$ cat src/rtl/rgb_fade_seq.sv
// ----------------------------------------------------------------------------
// rgb_fade_seq
//
// Colour-fade sequencer for an RGB LED driver. A prescaler turns the clock
// into step ticks. On each tick a three-state FSM ramps an internal
// brightness level up to full scale, holds it there for HOLD_TICKS ticks,
// and then ramps it back down to zero. When a fade completes, the sequencer
// moves on to the next colour in the cycle red -> green -> blue -> white.
// The internal level is routed to the output(s) of the active colour.
//
// Parameters
//   WIDTH       bit width of each brightness level output
//   PRESCALER   one step tick every PRESCALER+1 enabled clocks
//   HOLD_TICKS  ticks spent at full brightness (>= 1)
//
// Ports
//   clk          single clock, rising edge
//   rst_n        asynchronous active-low reset
//   enable       1 = sequencer runs, 0 = everything frozen
//   restart      synchronous return to red, level 0 (beats tick and enable)
//   level_red    registered duty level for the red PWM stage
//   level_green  registered duty level for the green PWM stage
//   level_blue   registered duty level for the blue PWM stage
//   color_idx    active colour: 0=red 1=green 2=blue 3=white
//   color_done   one-clock pulse, coincident with the color_idx advance
// ----------------------------------------------------------------------------
module rgb_fade_seq #(
    parameter int WIDTH      = 8,
    parameter int PRESCALER  = 0,
    parameter int HOLD_TICKS = 16
) (
    input  logic             clk,
    input  logic             rst_n,
    input  logic             enable,
    input  logic             restart,
    output logic [WIDTH-1:0] level_red,
    output logic [WIDTH-1:0] level_green,
    output logic [WIDTH-1:0] level_blue,
    output logic [1:0]       color_idx,
    output logic             color_done
);

    // Counters need at least one bit even when their range collapses to 0.
    localparam int PRE_W  = (PRESCALER  > 0) ? $clog2(PRESCALER + 1) : 1;
    localparam int HOLD_W = (HOLD_TICKS > 1) ? $clog2(HOLD_TICKS)    : 1;

    localparam logic [WIDTH-1:0]  LEVEL_MAX = '1;
    localparam logic [PRE_W-1:0]  PRE_LAST  = PRE_W'(PRESCALER);
    localparam logic [HOLD_W-1:0] HOLD_LAST = HOLD_W'(HOLD_TICKS - 1);

    typedef enum logic [1:0] {
        RAMP_UP   = 2'd0,
        HOLD      = 2'd1,
        RAMP_DOWN = 2'd2
    } state_t;

    state_t             state,    nxt_state;
    logic [WIDTH-1:0]   level,    nxt_level;
    logic [HOLD_W-1:0]  hold_cnt, nxt_hold_cnt;
    logic [1:0]         nxt_idx;
    logic               nxt_done;
    logic [PRE_W-1:0]   pre_cnt;
    logic               tick;
    logic [WIDTH-1:0]   nxt_red, nxt_green, nxt_blue;

    assign tick = enable && (pre_cnt == PRE_LAST);

    // Next-state logic. Without a tick everything keeps its value, which is
    // also what freezes the sequencer while enable is low.
    always_comb begin
        // NOTE: every signal gets a default first so no path can infer a latch.
        nxt_state    = state;
        nxt_level    = level;
        nxt_hold_cnt = hold_cnt;
        nxt_idx      = color_idx;
        nxt_done     = 1'b0;

        if (tick) begin
            case (state)
                RAMP_UP: begin
                    // Reaching full scale costs one tick of its own before
                    // the hold count starts, so the level never overflows.
                    if (level == LEVEL_MAX) begin
                        nxt_state    = HOLD;
                        nxt_hold_cnt = '0;
                    end else begin
                        nxt_level = level + WIDTH'(1);
                    end
                end
                HOLD: begin
                    if (hold_cnt == HOLD_LAST) begin
                        nxt_state = RAMP_DOWN;
                    end else begin
                        nxt_hold_cnt = hold_cnt + HOLD_W'(1);
                    end
                end
                RAMP_DOWN: begin
                    if (level == '0) begin
                        nxt_state = RAMP_UP;
                        nxt_idx   = color_idx + 2'd1;  // 3 wraps to 0
                        nxt_done  = 1'b1;
                    end else begin
                        nxt_level = level - WIDTH'(1);
                    end
                end
                default: begin
                    nxt_state = RAMP_UP;
                    nxt_level = '0;
                end
            endcase
        end
    end

    // Output routing is computed from the next values so the registered
    // outputs move in the same clock as the internal level and colour.
    always_comb begin
        nxt_red   = (nxt_idx == 2'd0 || nxt_idx == 2'd3) ? nxt_level : '0;
        nxt_green = (nxt_idx == 2'd1 || nxt_idx == 2'd3) ? nxt_level : '0;
        nxt_blue  = (nxt_idx == 2'd2 || nxt_idx == 2'd3) ? nxt_level : '0;
    end

    // NOTE: state uses non-blocking assignments so every register samples
    // pre-edge values regardless of statement order.
    always_ff @(posedge clk or negedge rst_n) begin
        if (!rst_n) begin
            // NOTE: only control and output registers exist here; there is no
            // memory array, so a full asynchronous reset is cheap and safe.
            state       <= RAMP_UP;
            level       <= '0;
            hold_cnt    <= '0;
            pre_cnt     <= '0;
            color_idx   <= 2'd0;
            color_done  <= 1'b0;
            level_red   <= '0;
            level_green <= '0;
            level_blue  <= '0;
        end else if (restart) begin
            state       <= RAMP_UP;
            level       <= '0;
            hold_cnt    <= '0;
            pre_cnt     <= '0;
            color_idx   <= 2'd0;
            color_done  <= 1'b0;
            level_red   <= '0;
            level_green <= '0;
            level_blue  <= '0;
        end else begin
            if (enable) begin
                pre_cnt <= tick ? '0 : pre_cnt + PRE_W'(1);
            end
            state       <= nxt_state;
            level       <= nxt_level;
            hold_cnt    <= nxt_hold_cnt;
            color_idx   <= nxt_idx;
            color_done  <= nxt_done;
            level_red   <= nxt_red;
            level_green <= nxt_green;
            level_blue  <= nxt_blue;
        end
    end

endmodule

$ cat config.mk
export PLATFORM = sky130hd
export DESIGN_NAME = rgb_fade_seq
export DESIGN_NICKNAME = d
export VERILOG_FILES = /design/src/rtl/rgb_fade_seq.sv
export SDC_FILE = /design/constraint.sdc
export NUM_CORES = 1
export LEC_CHECK = 0
export ABC_AREA = 1
export CORE_AREA = 2 2 75 77
export DETAILED_ROUTE_END_ITERATION = 16
export DIE_AREA = 0 0 77 79
export GPL_TIMING_DRIVEN = 0
export PLACE_DENSITY = 0.76
export SKIP_LAST_GASP = 1
export SYNTH_ARGS = -nofsm -noshare
export SYNTH_HDL_FRONTEND = slang
export SYNTH_SLANG_ARGS = --single-unit
$ cat constraint.sdc
create_clock -name clk -period 3.1 [get_ports clk]
set_clock_uncertainty 0.15 [all_clocks]
set_input_delay 0.31 -clock clk [delete_from_list [all_inputs] [get_ports clk]]
set_output_delay 0.31 -clock clk [all_outputs]
set_load 0.02 [all_outputs]
==> metrics.yaml <==
outcome: "complete, no violations"
crit_arrival_ps: 2760
cts_root_buffer: "clkbuf_8"
synth_cells: 259
area_growth_pct: 21.2
leakagePower_uw: 0.00134
timing.rr.start: "level[0]$_DFF_PN0_"
max_freq_mhz: 362
syn_area_mm2: 0.00228
grt_pass1_wl_um: 7760
synth.most_common_cell: "nand2_1"
cts_setup_buffers: 0
synth.area.top_cells: "dfrtp_1 (46%), nand2_1 (8.4%), nor2_4 (5.9%)"
maxCapViolations: 0
routed_wl_um: 4460
initial_core_util: 0.428
ant_nets: 0
crit_fanout: 10
cts_hold_buf: 1
io_buffers: 29
path_clk_slew_ps: 80
synth_edf_count: 0
drtIter0Drc: 129
io_pins: 31
core_area_mm2: 0.00534
maxSlewViolCount: 0
rows: 27
ys_warn_count: 0
grt-ovfl-total: 0
clk_latency_ps: 290
via_per_inst: 4.85
drive_gt1_frac: 0.175
hold_ws_ps: 222
irDropWorstVdd_mv: 0.291
die_w_um: 77
r2r_slack_ps: 340
critPathRequiredTime_ps: 3100
cts_buffers: 5
grt_usage: 0.162
async_flop_share: 1.00
place_congestion: 0.909
tightest_slew_ps: 619
rsz0062_at_grt: "no"
tns_ps: 0
diodes: 0
die_h_um: 79
cts_tree: "yes"
dr_total_vias: 1790
r2r-end: "level_blue[2]$_DFF_PN0_"
instances_no_fill: 369
finalSetupViolations: 0
clock_path_buffers: 2
synthDistinctLibCells: 30
fin_crit_ps: 2760
ys_seq_area_frac: 0.460
ctsResizeCount: 0
wl_per_cell_um: 12.1
hp-class: "in2async"
synth.net_count: 269
synth.largest_area_cell: "dfrtp_1"
h-tree-depth: 2
powerDensity_mw_per_mm2: 383
dpl.hpwl_um: 3260
fin_crit_sh: 0.890
synth_top_cell_area_share: 0.460
post-route-drc-count: 0
dieArea_mm2: 0.00608
final_nets: 307
synth_area_per_cell_um2: 8.82
path_class: "reg2reg"
synthFlopType: "dfrtp_1"
grt_max_degree: 39
antenna_found_initial: 0
place_inst: 361
relSlewSlack: 0.586
synth-seq-cells: 42
critPathLaunchType: "flop"
power_uw: 1060
grt_pass1_vias: 1719
finish.utilization: 0.519
crit_path_end_kind: "flop"
netlist_top_cells_count: "nand2_1 (51), dfrtp_1 (42), nor2_1 (30)"
hold_viol: 0
numClockSinks: 42
r2r_cells: 13
drtPass1Iterations: 4
power breakdown:
part | switching [uW] | internal (uW)
Clock | 179 | 151
Combinational | 101 | 53.9
Sequential | 12.3 | 561
Total | 293 | 766
metal layers:
layer,vias up,global-route usage,routed length (um)
li1,889,-,-
met1,835,0.198,1980
met2,57,0.281,2170
met3,9,0.0352,204
met4,0,0.0625,96
met5,-,0,0
sequential cells by signal, summed over array words and instances, names as in the netlist:
signal	count
hold_cnt	4
level_red	8
level_blue	8
level_green	8
color_idx	2
pre_cnt	1
level	8
state	2
color_done	1
logic make-up after synthesis:
kind of cell,Yosys count,synth area share
compound gates,19,0.0438
buf+inv,41,0.0800
fa+ha+maj,6,0.0329
simple gates,146,0.363
xor+xnor,4,0.0153
flops,42,0.460
mux,1,0.00438
critical path, stage by stage, from the launching register on:
cell     delay (ps)
dfrtp_1         380
inv_1           160
ha_1            200
nand3_2         140
nor2_8          190
nand2_4          80
nor2_4           80
nand2_1          90
nand2_2         120
buf_12          180
inv_1            60
ha_1            190
nor2_1          490
nor2_1          120
area by class of cell:
cell class / instances / area (um2)
repair buffers: 31 / 315
multi-input cells: 176 / 1050
flip-flops and latches: 42 / 1050
clock inverters: 2 / 10.0
plain buffers: 7 / 55.1
clock buffers: 5 / 68.8
well taps: 72 / 90.1
inverters: 34 / 128
fillers: 521 / 2570
through the flow:
stage,area [um2],setup WS (ps)
after CTS,2770,328
final,2770,341
after global placement,2660,402
after global routing,2770,113
after floorplan,2280,764
after detailed placement,2680,351
cell usage in the layout (no fill, tap or decap), drive strengths merged:
cell | Yosys | layout
ha | 6 | 6
dfrtp | 42 | 42
mux2i | 1 | 1
or2 | 2 | 2
nor2 | 47 | 47
o31ai | 1 | 1
nand2 | 58 | 58
dlygate4sd3 | 0 | 1
clkinv | 0 | 2
clkdlybuf4s50 | 0 | 28
nand4 | 8 | 8
xor2 | 4 | 4
clkbuf | 2 | 7
nor3 | 4 | 4
a21oi | 7 | 7
a211oi | 1 | 1
nand3 | 27 | 27
o21ai | 10 | 10
buf | 5 | 7
inv | 34 | 34
worst max path at each step:
stage | start | endpoint | slack [ps] | depth (start not counted)
floorplan | level[0]$_DFF_PN0_ | level_blue[0]$_DFF_PN0_ | 760 | 13
global placement | level[0]$_DFF_PN0_ | level_blue[2]$_DFF_PN0_ | 400 | 13
detailed placement | level[0]$_DFF_PN0_ | level_blue[2]$_DFF_PN0_ | 350 | 13
CTS | level[0]$_DFF_PN0_ | level_blue[2]$_DFF_PN0_ | 330 | 13
global route | level[0]$_DFF_PN0_ | level_blue[2]$_DFF_PN0_ | 110 | 13
finish | level[0]$_DFF_PN0_ | level_blue[2]$_DFF_PN0_ | 340 | 13
(Power assumes the default switching activity.)
